[config.mk]
export PLATFORM = sky130hd
export DESIGN_NAME = fp_mul_pipe_flat
export DESIGN_NICKNAME = d
export VERILOG_FILES = /design/src/rtl/fp_mul_pipe_if.sv /design/src/rtl/fp_mul_pipe.sv /design/src/flat_wrapper.sv
export SDC_FILE = /design/constraint.sdc
export NUM_CORES = 1
export LEC_CHECK = 0
export ABC_AREA = 1
export BUFFER_PORTS_ARGS = -buffer_cell sky130_fd_sc_hd__clkbuf_2
export CELL_PAD_IN_SITES_DETAIL_PLACEMENT = 2
export CELL_PAD_IN_SITES_GLOBAL_PLACEMENT = 2
export CORE_UTILIZATION = 32
export CTS_CLUSTER_SIZE = 25
export DETAILED_ROUTE_END_ITERATION = 8
export PLACE_DENSITY = 0.78
export SYNTH_ARGS = -nofsm -noshare
export SYNTH_HDL_FRONTEND = slang
export SYNTH_SLANG_ARGS = --single-unit
[constraint.sdc]
create_clock -name clk -period 7.14 [get_ports clk]
set_input_delay 0.357 -clock clk [delete_from_list [all_inputs] [get_ports clk]]
set_output_delay 0.357 -clock clk [all_outputs]
set_load 0.05 [all_outputs]
[src/rtl/fp_mul_pipe_if.sv]
// Operand/result handshake bundle for fp_mul_pipe.
// The pipeline takes the slave modport; the producer/consumer side takes master.
interface fp_mul_pipe_if #(
    parameter int EXP_W = 3,
    parameter int MAN_W = 4
);
    localparam int W = 1 + EXP_W + MAN_W;

    logic         in_valid;
    logic         in_ready;
    logic [W-1:0] in_a;
    logic [W-1:0] in_b;
    logic         out_valid;
    logic         out_ready;
    logic [W-1:0] out_data;
    logic         out_ovf;
    logic         out_unf;

    modport master (
        output in_valid, in_a, in_b, out_ready,
        input  in_ready, out_valid, out_data, out_ovf, out_unf
    );

    modport slave (
        input  in_valid, in_a, in_b, out_ready,
        output in_ready, out_valid, out_data, out_ovf, out_unf
    );
endinterface

[src/rtl/fp_mul_pipe.sv]
// Three-stage pipelined multiplier for a small float format (no inf/NaN/denormals).
// Define FP_MUL_ROUND_EN for round-to-nearest-even; otherwise discarded bits are truncated.
module fp_mul_pipe #(
    parameter int EXP_W = 3,
    parameter int MAN_W = 4,
    parameter int BIAS  = 2**(EXP_W-1)-1
) (
    input logic          clk,
    input logic          rst_n,
    fp_mul_pipe_if.slave bus
);
    localparam int W  = 1 + EXP_W + MAN_W;
    localparam int PW = 2*MAN_W + 2;
    localparam int XW = EXP_W + 2;
    // One extra exponent bit past S1 so the two possible +1 increments never wrap.
    localparam int NW = EXP_W + 3;
    localparam logic signed [NW-1:0] EXP_MAX = NW'(2**EXP_W - 1);
    localparam logic signed [NW-1:0] EXP_MIN = NW'(1);

    logic stall;
    logic advance;

    logic [EXP_W-1:0]     a_exp, b_exp;
    logic [MAN_W-1:0]     a_man, b_man;
    logic [PW-1:0]        a_sig, b_sig;
    logic signed [XW-1:0] exp_sum;

    logic                 s1_valid, s1_sign, s1_zero;
    logic [PW-1:0]        s1_prod;
    logic signed [XW-1:0] s1_exp;

    logic [PW-1:0]        norm_next;
    logic signed [NW-1:0] exp_norm;

    logic                 s2_valid, s2_sign, s2_zero;
    logic [PW-1:0]        s2_norm;
    logic signed [NW-1:0] s2_exp;

    logic [MAN_W-1:0]     man_kept;
    logic [MAN_W-1:0]     man_fin;
    logic signed [NW-1:0] exp_fin;
    logic [W-1:0]         res_data;
    logic                 res_ovf, res_unf;

    assign stall        = bus.out_valid & ~bus.out_ready;
    assign advance      = ~stall;
    assign bus.in_ready = advance;

    assign a_exp   = bus.in_a[W-2:MAN_W];
    assign b_exp   = bus.in_b[W-2:MAN_W];
    assign a_man   = bus.in_a[MAN_W-1:0];
    assign b_man   = bus.in_b[MAN_W-1:0];
    assign a_sig   = {{(MAN_W+1){1'b0}}, 1'b1, a_man};
    assign b_sig   = {{(MAN_W+1){1'b0}}, 1'b1, b_man};
    assign exp_sum = $signed({2'b00, a_exp}) + $signed({2'b00, b_exp}) - $signed(XW'(BIAS));

    // Normalising left-aligns the product instead of shifting right, so no low bit is lost.
    assign norm_next = s1_prod[PW-1] ? s1_prod : {s1_prod[PW-2:0], 1'b0};
    assign exp_norm  = $signed({s1_exp[XW-1], s1_exp})
                     + $signed({{(NW-1){1'b0}}, s1_prod[PW-1]});

    assign man_kept = s2_norm[PW-2 -: MAN_W];

`ifdef FP_MUL_ROUND_EN
    logic             guard, sticky, round_up, carry;
    logic [MAN_W:0]   man_sum;
    logic             unused_lead;

    assign guard       = s2_norm[MAN_W];
    assign sticky      = |s2_norm[MAN_W-1:0];
    assign round_up    = guard & (sticky | man_kept[0]);
    assign man_sum     = {1'b0, man_kept} + {{MAN_W{1'b0}}, round_up};
    // A carry out leaves the kept field all-zero, which is already the renormalised mantissa.
    assign carry       = man_sum[MAN_W];
    assign man_fin     = man_sum[MAN_W-1:0];
    assign exp_fin     = s2_exp + $signed({{(NW-1){1'b0}}, carry});
    assign unused_lead = s2_norm[PW-1];
`else
    logic unused_low;

    assign man_fin    = man_kept;
    assign exp_fin    = s2_exp;
    assign unused_low = ^{s2_norm[PW-1], s2_norm[MAN_W:0]};
`endif

    always_comb begin
        res_data = '0;
        res_ovf  = 1'b0;
        res_unf  = 1'b0;
        if (s2_zero) begin
            res_data = '0;
        end else if (exp_fin > EXP_MAX) begin
            res_data = {s2_sign, {(W-1){1'b1}}};
            res_ovf  = 1'b1;
        end else if (exp_fin < EXP_MIN) begin
            res_unf  = 1'b1;
        end else begin
            res_data = {s2_sign, exp_fin[EXP_W-1:0], man_fin};
        end
    end

    // Every stage moves together; a stalled output freezes the whole pipe.
    always_ff @(posedge clk) begin
        if (!rst_n) begin
            s1_valid      <= 1'b0;
            s2_valid      <= 1'b0;
            bus.out_valid <= 1'b0;
            bus.out_data  <= '0;
            bus.out_ovf   <= 1'b0;
            bus.out_unf   <= 1'b0;
        end else if (advance) begin
            s1_valid      <= bus.in_valid;
            s1_sign       <= bus.in_a[W-1] ^ bus.in_b[W-1];
            s1_zero       <= (a_exp == '0) || (b_exp == '0);
            s1_prod       <= a_sig * b_sig;
            s1_exp        <= exp_sum;

            s2_valid      <= s1_valid;
            s2_sign       <= s1_sign;
            s2_zero       <= s1_zero;
            s2_norm       <= norm_next;
            s2_exp        <= exp_norm;

            bus.out_valid <= s2_valid;
            bus.out_data  <= s2_valid ? res_data : '0;
            bus.out_ovf   <= s2_valid & res_ovf;
            bus.out_unf   <= s2_valid & res_unf;
        end
    end
endmodule

[src/flat_wrapper.sv]
// flat-port wrapper written by rule: the top's interface ports become plain ports
module fp_mul_pipe_flat 
#(
    parameter int EXP_W = 3,
    parameter int MAN_W = 4,
    parameter int BIAS  = 2**(EXP_W-1)-1
)
  (clk, rst_n, bus_in_valid, bus_in_a, bus_in_b, bus_out_ready, bus_in_ready, bus_out_valid, bus_out_data, bus_out_ovf, bus_out_unf);
  fp_mul_pipe_if #(.EXP_W(EXP_W), .MAN_W(MAN_W)) bus_i ();
  input logic clk;
  input logic rst_n;
  input wire logic [$bits(bus_i.in_valid)-1:0] bus_in_valid;
  input wire logic [$bits(bus_i.in_a)-1:0] bus_in_a;
  input wire logic [$bits(bus_i.in_b)-1:0] bus_in_b;
  input wire logic [$bits(bus_i.out_ready)-1:0] bus_out_ready;
  output wire logic [$bits(bus_i.in_ready)-1:0] bus_in_ready;
  output wire logic [$bits(bus_i.out_valid)-1:0] bus_out_valid;
  output wire logic [$bits(bus_i.out_data)-1:0] bus_out_data;
  output wire logic [$bits(bus_i.out_ovf)-1:0] bus_out_ovf;
  output wire logic [$bits(bus_i.out_unf)-1:0] bus_out_unf;
  assign bus_i.in_valid = bus_in_valid;
  assign bus_i.in_a = bus_in_a;
  assign bus_i.in_b = bus_in_b;
  assign bus_i.out_ready = bus_out_ready;
  assign bus_in_ready = bus_i.in_ready;
  assign bus_out_valid = bus_i.out_valid;
  assign bus_out_data = bus_i.out_data;
  assign bus_out_ovf = bus_i.out_ovf;
  assign bus_out_unf = bus_i.out_unf;
  fp_mul_pipe #(.EXP_W(EXP_W), .MAN_W(MAN_W), .BIAS(BIAS)) u_core (.clk(clk), .rst_n(rst_n), .bus(bus_i));
endmodule
After elaboration in Yosys (flattened, before gate mapping)
Index checks and enable logic that the tools add are counted.

operators by class
  add/subtract/negate cells = 3
  multipliers = 1
  order comparisons = 2
  mux-type cells = 10
  bitwise logic cells = 6
  reductions and logical operators = 4

operators by type and width
  cell                   number
  $mux W8                4
  $mul A5 B5 Y10         1
  $mux W9                1
  $add A5 B2 Y6          1
  $gt A6 B4 Y1 const B   1
  $logic_not A3 Y1       2
  $lt A6 B2 Y1 const B   1
  $mux W1                5
  $sub A5 B3 Y5 const B  1
  $add A3 B3 Y4          1
  $and A1 B1 Y1          3
  $not A1 Y1             2
  $reduce_and A2 Y1      1
  $logic_or A1 B1 Y1     1
  $xor A1 B1 Y1          1

storage, ports and cells
  bits in registers = 46

Depth between registers and ports, before layout
Gate-level depths: netlist of run 1.

  depth in word-level cells = 5
  depth in mapped cells = 16
  mapped depth without buffers = 16

Worst setup path after synthesis of run 1
Ideal clock, no wire load.

  path type = input -> register
  start point = in bus_in_a[1]
  end point = reg u_core.s1_prod[9] (data pin)
  library setup time = 0.252 ns
  arrival time = 2.798 ns
  required time = 6.888 ns
  setup slack = 4.090 ns
  cell stages on the path = 16
  path buffers = 0
  cells stage by stage = nand2_1 inv_1 fa_1 inv_1 fa_1 fa_1 inv_1 ha_1 nand2_1 inv_1 nand3_1 nand2_1 nand2_1 nand2_1 nand2_1 nand2_1

between the ends
  word-level cells in the longest chain between the ends = 1

ends and longest elaborated chain
  element               RTL line            RTL
  start, declared       flat_wrapper.sv:13  input wire logic [$bits(bus_i.in_a)-1:0] bus_in_a;
  $mul A5 B5 Y10        fp_mul_pipe.sv:115  s1_prod <= a_sig * b_sig;
  end signal, assigned  fp_mul_pipe.sv:115
  end, declared         fp_mul_pipe.sv:29   logic [PW-1:0] s1_prod;

No other way between the ends.
A chain may end at the register's enable or synchronous reset.

Worst setup path in the final report of run 1
  start point = in bus_in_b[3]
  end point = reg u_core.s1_prod[7] (data pin)

between the ends
  word-level cells in the longest chain between the ends = 1

ends and longest elaborated chain
  element          RTL line            RTL
  start, declared  flat_wrapper.sv:14  input wire logic [$bits(bus_i.in_b)-1:0] bus_in_b;
  $mul A5 B5 Y10   fp_mul_pipe.sv:115

No other way between the ends.

==> summary.txt, run 1 <==
Post-Syn Instances: 259
Crit Path Max Fanout: 5
Vias/cell: 4.603
delay-heaviest family, CP: adder cells
Via Count: 1,795
Synth Warn #: 0
status: finished, final reports clean
CTS Hold Bufs: 0
Worst-path clk slew: 0.08 ns
Final min period: 3.068 ns
most frequent CP cell: nand2_1
Worst EP required: 7.19 ns
commonest cells after routing, fill and taps aside: nand2_1 (57), inv_1 (50), clkbuf_2 (31)
Antenna Cells: 0
final cycle utilization of the critical path: 42.97%
Clk network pwr share: 24.0%
Final ANT Viol Nets: 0
gr usage total: 15.41%
area delta synth->final: 14.45%
number of synthesized register bits: 38
CP Capture Point: u_core.s1_prod[7]
Die Width: 87.33 um
Pwr per Cell Area: 223.8 mW/mm^2
overall routed net length: 5.150 mm
clk_lat worst skew: 0.29 ns
post-route insts no fill: 390
Avg Inst Size Synth: 8.995 um^2
clock sink count: 38
Final Skew: 0.004201 ns
std cell rows: 30
hold crit path type: primary input to flip-flop
Net Sw Frac: 32.99%
sequential fraction of the synthesis area: 43.39%
Worst Setup Start Kind: primary input
mapped cell area: 0.002330 mm^2
final instance area: 0.002666 mm^2
Worst Tran Pin Value: 1.181 ns
setup_tns: 0 ns
post-synthesis adder-cell area fraction: 19.01%
kind of critical path: primary input to flip-flop
Cell Int Power: 0.3998 mW
max-cap check violation count: 0
most common cell after layout, fill and taps aside: nand2_1
Residual DRC: 0
Max Root-Sink Buffers: 2
cells on worst reg2reg path: 3
clk root buf: clkbuf_8
first-pass GRT wire length: 9.011 mm
worst path cell trace: clkbuf_2 -> nand2_1 -> inv_1 -> fa_1 -> inv_1 -> fa_1 -> fa_1 -> inv_1 -> ha_1 -> nand2_1 -> inv_1 -> nand3_1 -> nand2_1 -> nand2_1 -> nand2_1 -> nand2_1 -> nand2_1
CTS tree: yes
Core Util, Final: 38.61%
post-CTS sizing: 0
post-synthesis xor/xnor area fraction: 3.383%
P_leak: 1.320 nW
share of cells above drive strength 1: 14.97%
Global Route met1 Usage: 17.66%
Max H-tree Level: 2
main combinational cell family by area after synthesis: adder cells
# placed instances: 382
Reg-to-Reg End: u_core.s1_prod[7]
nets: 343
initial antenna violation count: 0
simple-gate share of the synthesized area: 16.92%
pin count of the biggest net entering global routing: 26
Detailed Route Iter0 Violations: 64
Post-CTS Setup Inserts: 0
Core Region: 0.006907 mm^2
PortBufs: 31
Worst R2R Start: u_core.bus.out_valid
placed inst area: 0.002581 mm^2
CTS buffer count: 5
max incr delay on CP: 0.51 ns
mux share of post-synthesis cell area: 0%
net count after synthesis: 309
Switch Pwr: 0.1968 mW
Slowest-stage cell, CP: fa_1
drt pass-1 iters: 4
final hold violation count: 0
fin. max-slew vios: 0
Crit path depth: 17
Flop pwr share: 48.1%
Global Route met2 Usage: 28.05%
post-synth cell types: 26
dpl ws: 3.751 ns
RePlAce Congestion: 0.7345
Max VDD drop: 0.00006558 V
vias in the first global route: 1,953
fmax: 0.3260 GHz
Die Y-Extent: 87.33 um
Critical Path Source: bus_in_b[3]
min-delay src: rst_n
DP Wirelength: 4.289 mm
Comb pwr share: 27.9%
reg-to-reg slack, setup: 5.17 ns
Starting Density: 33.73%
Die ar.: 0.007626 mm^2
Rel. slew slack: 21.20%
RSZ-0062 raised after global routing: false
PnR worst setup slack: 4.072 ns
WL per Instance: 13.21 um
Top-Level Pins: 32
total gr overflow: 0
Worst Path Arrival: 3.12 ns
critical path capture point type: flip-flop
global-route layer with the greatest usage: met2
filler cell count: 800
total power: 0.5966 mW
Final Hold Slack: 0.3138 ns
Synth Area in Compound Gates: 7.948%
CP bufs+invs: 5
WHS Path Cells: 3
Finish-stage setup viols: 0
GR Util met3: 3.033%
==> power by group through the flow <==
stage               Clock (mW)  Sequential, mW  Combinational [mW]
CTS                      0.151           0.288               0.171
floorplan                    0           0.291               0.115
global placement             0           0.289               0.158
detailed placement           0           0.293               0.169
global route             0.158           0.290               0.195
finish                   0.143           0.287               0.166
==> per-layer routing <==
metal | part of all wire (%) | up-vias
li1 | - | 894
met1 | 44 | 865
met2 | 51 | 26
met3 | 2.6 | 10
met4 | 2.0 | 0
met5 | 0 | -
==> worst min-delay path by stage <==
| stage | slack (ns) | endpoint |
|---|---|---|
| after detailed placement | 0.41 | u_core.s2_sign |
| after CTS | 0.31 | u_core.s1_valid |
| after floorplan | 0.40 | u_core.s2_sign |
| after global routing | 0.31 | u_core.s1_valid |
| final | 0.31 | u_core.s1_valid |
| after global placement | 0.40 | u_core.s2_sign |
==> cells in the mapped netlist <==
cell      number  share of area, %
o21bai_1       1              0.32
inv_1         50               8.1
clkbuf_1       2              0.32
fa_1           9               7.7
nor2_1        17               2.7
nor3_1         1              0.21
a21boi_1       2              0.64
xnor2_1        1              0.38
o31ai_1        1              0.32
or3_1          1              0.27
ha_1          21                11
edfxtp_1      25                32
xor2_1         8               3.0
o21ai_0        7               1.5
o21ai_1        3              0.64
nand2_4        1              0.48
nand2_1       57               9.2
dfxtp_1       13                11
buf_6          1              0.48
nand2_2        1              0.27
buf_4          1              0.32
inv_2          1              0.16
nor2_4         2              0.97
a21oi_1       18               3.9
nand3_1       13               2.8
a21boi_0       2              0.64
==> tightest hold or removal path: cells and delay by family <==
kind | cells | cell delay (ns)
AOI/OAI and AO/OA | 1 | 0.06
and+or+nand+nor | 1 | 0.05
buffers and inverters | 1 | 0.09
==> cells by family after synthesis <==
logic type,count (synthesis)
AND/OR/NAND/NOR,93
buffers and inverters,55
flip-flops,38
AO/OA/AOI/OAI,34
adder cells (fa/ha/maj),30
XOR/XNOR,9
==> final cells by class <==
class                           count  area (um^2)  share of cell area (%)
Timing Repair Buffer               31        155.1                   5.819
Tap cell                           96        120.1                   4.505
Clock inverter                      3        16.27                  0.6100
Clock buffer                        5        68.82                   2.581
Sequential cell                    38         1011                   37.92
Inverter                           51        191.4                   7.180
Multi-Input combinational cell    166         1104                   41.39
==> flip-flops by register name, indices dropped and copies added (netlist names) <==
register / flops
u_core.bus.out_ovf: 1
u_core.s2_sign: 1
u_core.exp_fin: 6
u_core.s2_norm: 4
u_core.s1_zero: 1
u_core.s2_valid: 1
u_core.s2_zero: 1
u_core.bus.out_valid: 1
u_core.s1_prod: 6
u_core.s1_exp: 5
u_core.s1_valid: 1
u_core.s1_sign: 1
u_core.bus.out_unf: 1
u_core.bus.out_data: 8
No activity file was read; power rests on OpenSTA's default activity.
==> run 2, diff against run 1 <==
==> constraint.sdc (replaced) <==
create_clock -name clk -period 2.9 [get_ports clk]
set_input_delay 0.145 -clock clk [delete_from_list [all_inputs] [get_ports clk]]
set_output_delay 0.145 -clock clk [all_outputs]
set_load 0.05 [all_outputs]
==> summary.txt, run 2 (synthesized netlist as in run 1, its figures left out) <==
kind of critical path: primary input to flip-flop
critical path capture point type: flip-flop
P_leak: 1.399 nW (+5.9%)
WL per Instance: 14.11 um (+6.8%)
RePlAce Congestion: 0.7483 (+1.9%)
fmax: 0.3637 GHz
hold crit path type: primary input to flip-flop
Final ANT Viol Nets: 0 (unchanged)
max-cap check violation count: 0 (unchanged)
Worst Path Arrival: 2.78 ns (-0.34 ns)
RSZ-0062 raised after global routing: false
most common cell after layout, fill and taps aside: nand2_1
gr usage total: 16.50% (+1.1 points)
Slowest-stage cell, CP: fa_1
Pwr per Cell Area: 587.9 mW/mm^2 (+160%)
CTS Hold Bufs: 0 (unchanged)
Via Count: 1,842 (+2.6%)
first-pass GRT wire length: 9.549 mm (+6.0%)
Worst Tran Pin Value: 0.4344 ns (-0.7463 ns)
clock sink count: 38 (unchanged)
# placed instances: 393 (+2.9%)
DP Wirelength: 4.471 mm (+4.2%)
Detailed Route Iter0 Violations: 63 (-1.6%)
WHS Path Cells: 3 (unchanged)
Largest register FFs: 8 (unchanged)
clk root buf: clkbuf_8
Final min period: 2.750 ns
max incr delay on CP: 0.51 ns (about the same)
Die Width: 87.33 um (unchanged)
Worst Setup Start Kind: primary input
nets: 355 (+3.5%)
Starting Density: 33.73% (unchanged)
Antenna Cells: 0 (unchanged)
Multi-input gate area: 0.001121 mm^2 (+1.6%)
PortBufs: 31 (unchanged)
total gr overflow: 0 (unchanged)
Worst-path clk slew: 0.08 ns (about the same)
final cycle utilization of the critical path: 94.82%
Top-Level Pins: 32 (unchanged)
pin count of the biggest net entering global routing: 26 (unchanged)
Worst EP required: 2.94 ns (-4.25 ns)
std cell rows: 30 (unchanged)
Die Y-Extent: 87.33 um (unchanged)
Core Region: 0.006907 mm^2 (unchanged)
worst path cell trace: clkbuf_2 -> nand2_1 -> inv_1 -> fa_1 -> inv_1 -> fa_1 -> fa_1 -> inv_1 -> ha_4 -> nand2_1 -> inv_1 -> nand3_1 -> nand2_2 -> nand2_2 -> nand3_1 -> nand2_1
Max VDD drop: 0.0001907 V (+190%)
most frequent CP cell: inv_1
vias in the first global route: 1,993 (+2.0%)
post-route insts no fill: 402 (+3.1%)
setup_tns: 0 ns (unchanged)
drt pass-1 iters: 4 (unchanged)
Max H-tree Level: 2 (unchanged)
fin. max-slew vios: 0 (unchanged)
share of cells above drive strength 1: 19.28% (+4.3 points)
most flop-heavy register: u_core.bus.out_data
Rel. slew slack: 71.01% (+50 points)
cells on worst reg2reg path: 4 (+1)
commonest cells after routing, fill and taps aside: nand2_1 (55), inv_1 (50), clkbuf_2 (31)
area delta synth->final: 20.68%
CTS tree: yes
Max Root-Sink Buffers: 2 (unchanged)
Crit Path Max Fanout: 3 (-2)
Residual DRC: 0 (unchanged)
CTS buffer count: 5 (unchanged)
Seq. cell area: 0.001011 mm^2 (unchanged)
Vias/cell: 4.582 (-0.44%)
filler cell count: 820 (+2.5%)
final hold violation count: 0 (unchanged)
initial antenna violation count: 0 (unchanged)
Finish-stage setup viols: 0 (unchanged)
Die ar.: 0.007626 mm^2 (unchanged)
overall routed net length: 5.671 mm (+10%)
clk_lat worst skew: 0.30 ns (about the same)
Final Skew: 0.007751 ns (+0.003549 ns)
status: finished, final reports clean
==> run 2: where the power goes <==
part	internal (mW)	switching, mW
logic	0.192	0.285
registers	0.673	0.0342
clock network	0.271	0.197
==> run 2: area by class of cell <==
cell class              instances  share of cell area, %
inverters                      51                  6.809
flip-flops and latches         38                  35.96
multi-input cells             166                  39.88
clock buffers                   7                  4.228
well taps                      96                  4.272
clock inverters                 1                 0.1335
repair buffers                 43                  8.723
==> run 2: repair_timing <==
item                                    CTS  global route
hold endpoints to repair                  0             0
endpoints found under the setup margin    0             4
buffers inserted                          0             1
gates resized for setup                   0             3
==> run 2: worst paths after layout <==
kind	from	endpoint	slack [ns]
max reg2reg	u_core.s1_prod[9]	u_core.exp_fin[4]	1.40
max	bus_in_a[1]	u_core.s1_prod[9]	0.15
min	bus_in_valid	u_core.s1_valid	0.08
min reg2reg	u_core.s1_sign	u_core.s2_sign	0.44
==> run 2: per-stage QoR <==
stage	hold slack [ns]	setup WS, ns	instance area [um^2]	power [mW]	util [%]
2_1_floorplan	0.2799	0.06181	2330	0.9993	-
3_3_place_gp	0.3891	-0.1767	2664	1.146	38.57
3_5_place_dp	0.3939	-0.2610	2664	1.180	38.57
4_1_cts	0.07544	0.05277	2786	1.666	40.34
5_1_grt	0.09439	0.008447	2811	1.757	40.71
6_report	0.07862	0.1502	2811	1.653	40.71
==> run 2: metal layers <==
layer  global-route usage, %  share of wire, %  vias up
li1                        -                 -      912
met1                   20.27                46      896
met2                   29.62                51       27
met3                   2.559               2.1        7
met4                   4.918               1.2        0
met5                       0                 0        -
==> run 2: worst max-delay path, delay by kind of cell <==
family                     cells  cell delay, ns
adders and majority gates      4            1.76
buffers and inverters          5            0.33
and+or+nand+nor                7            0.56
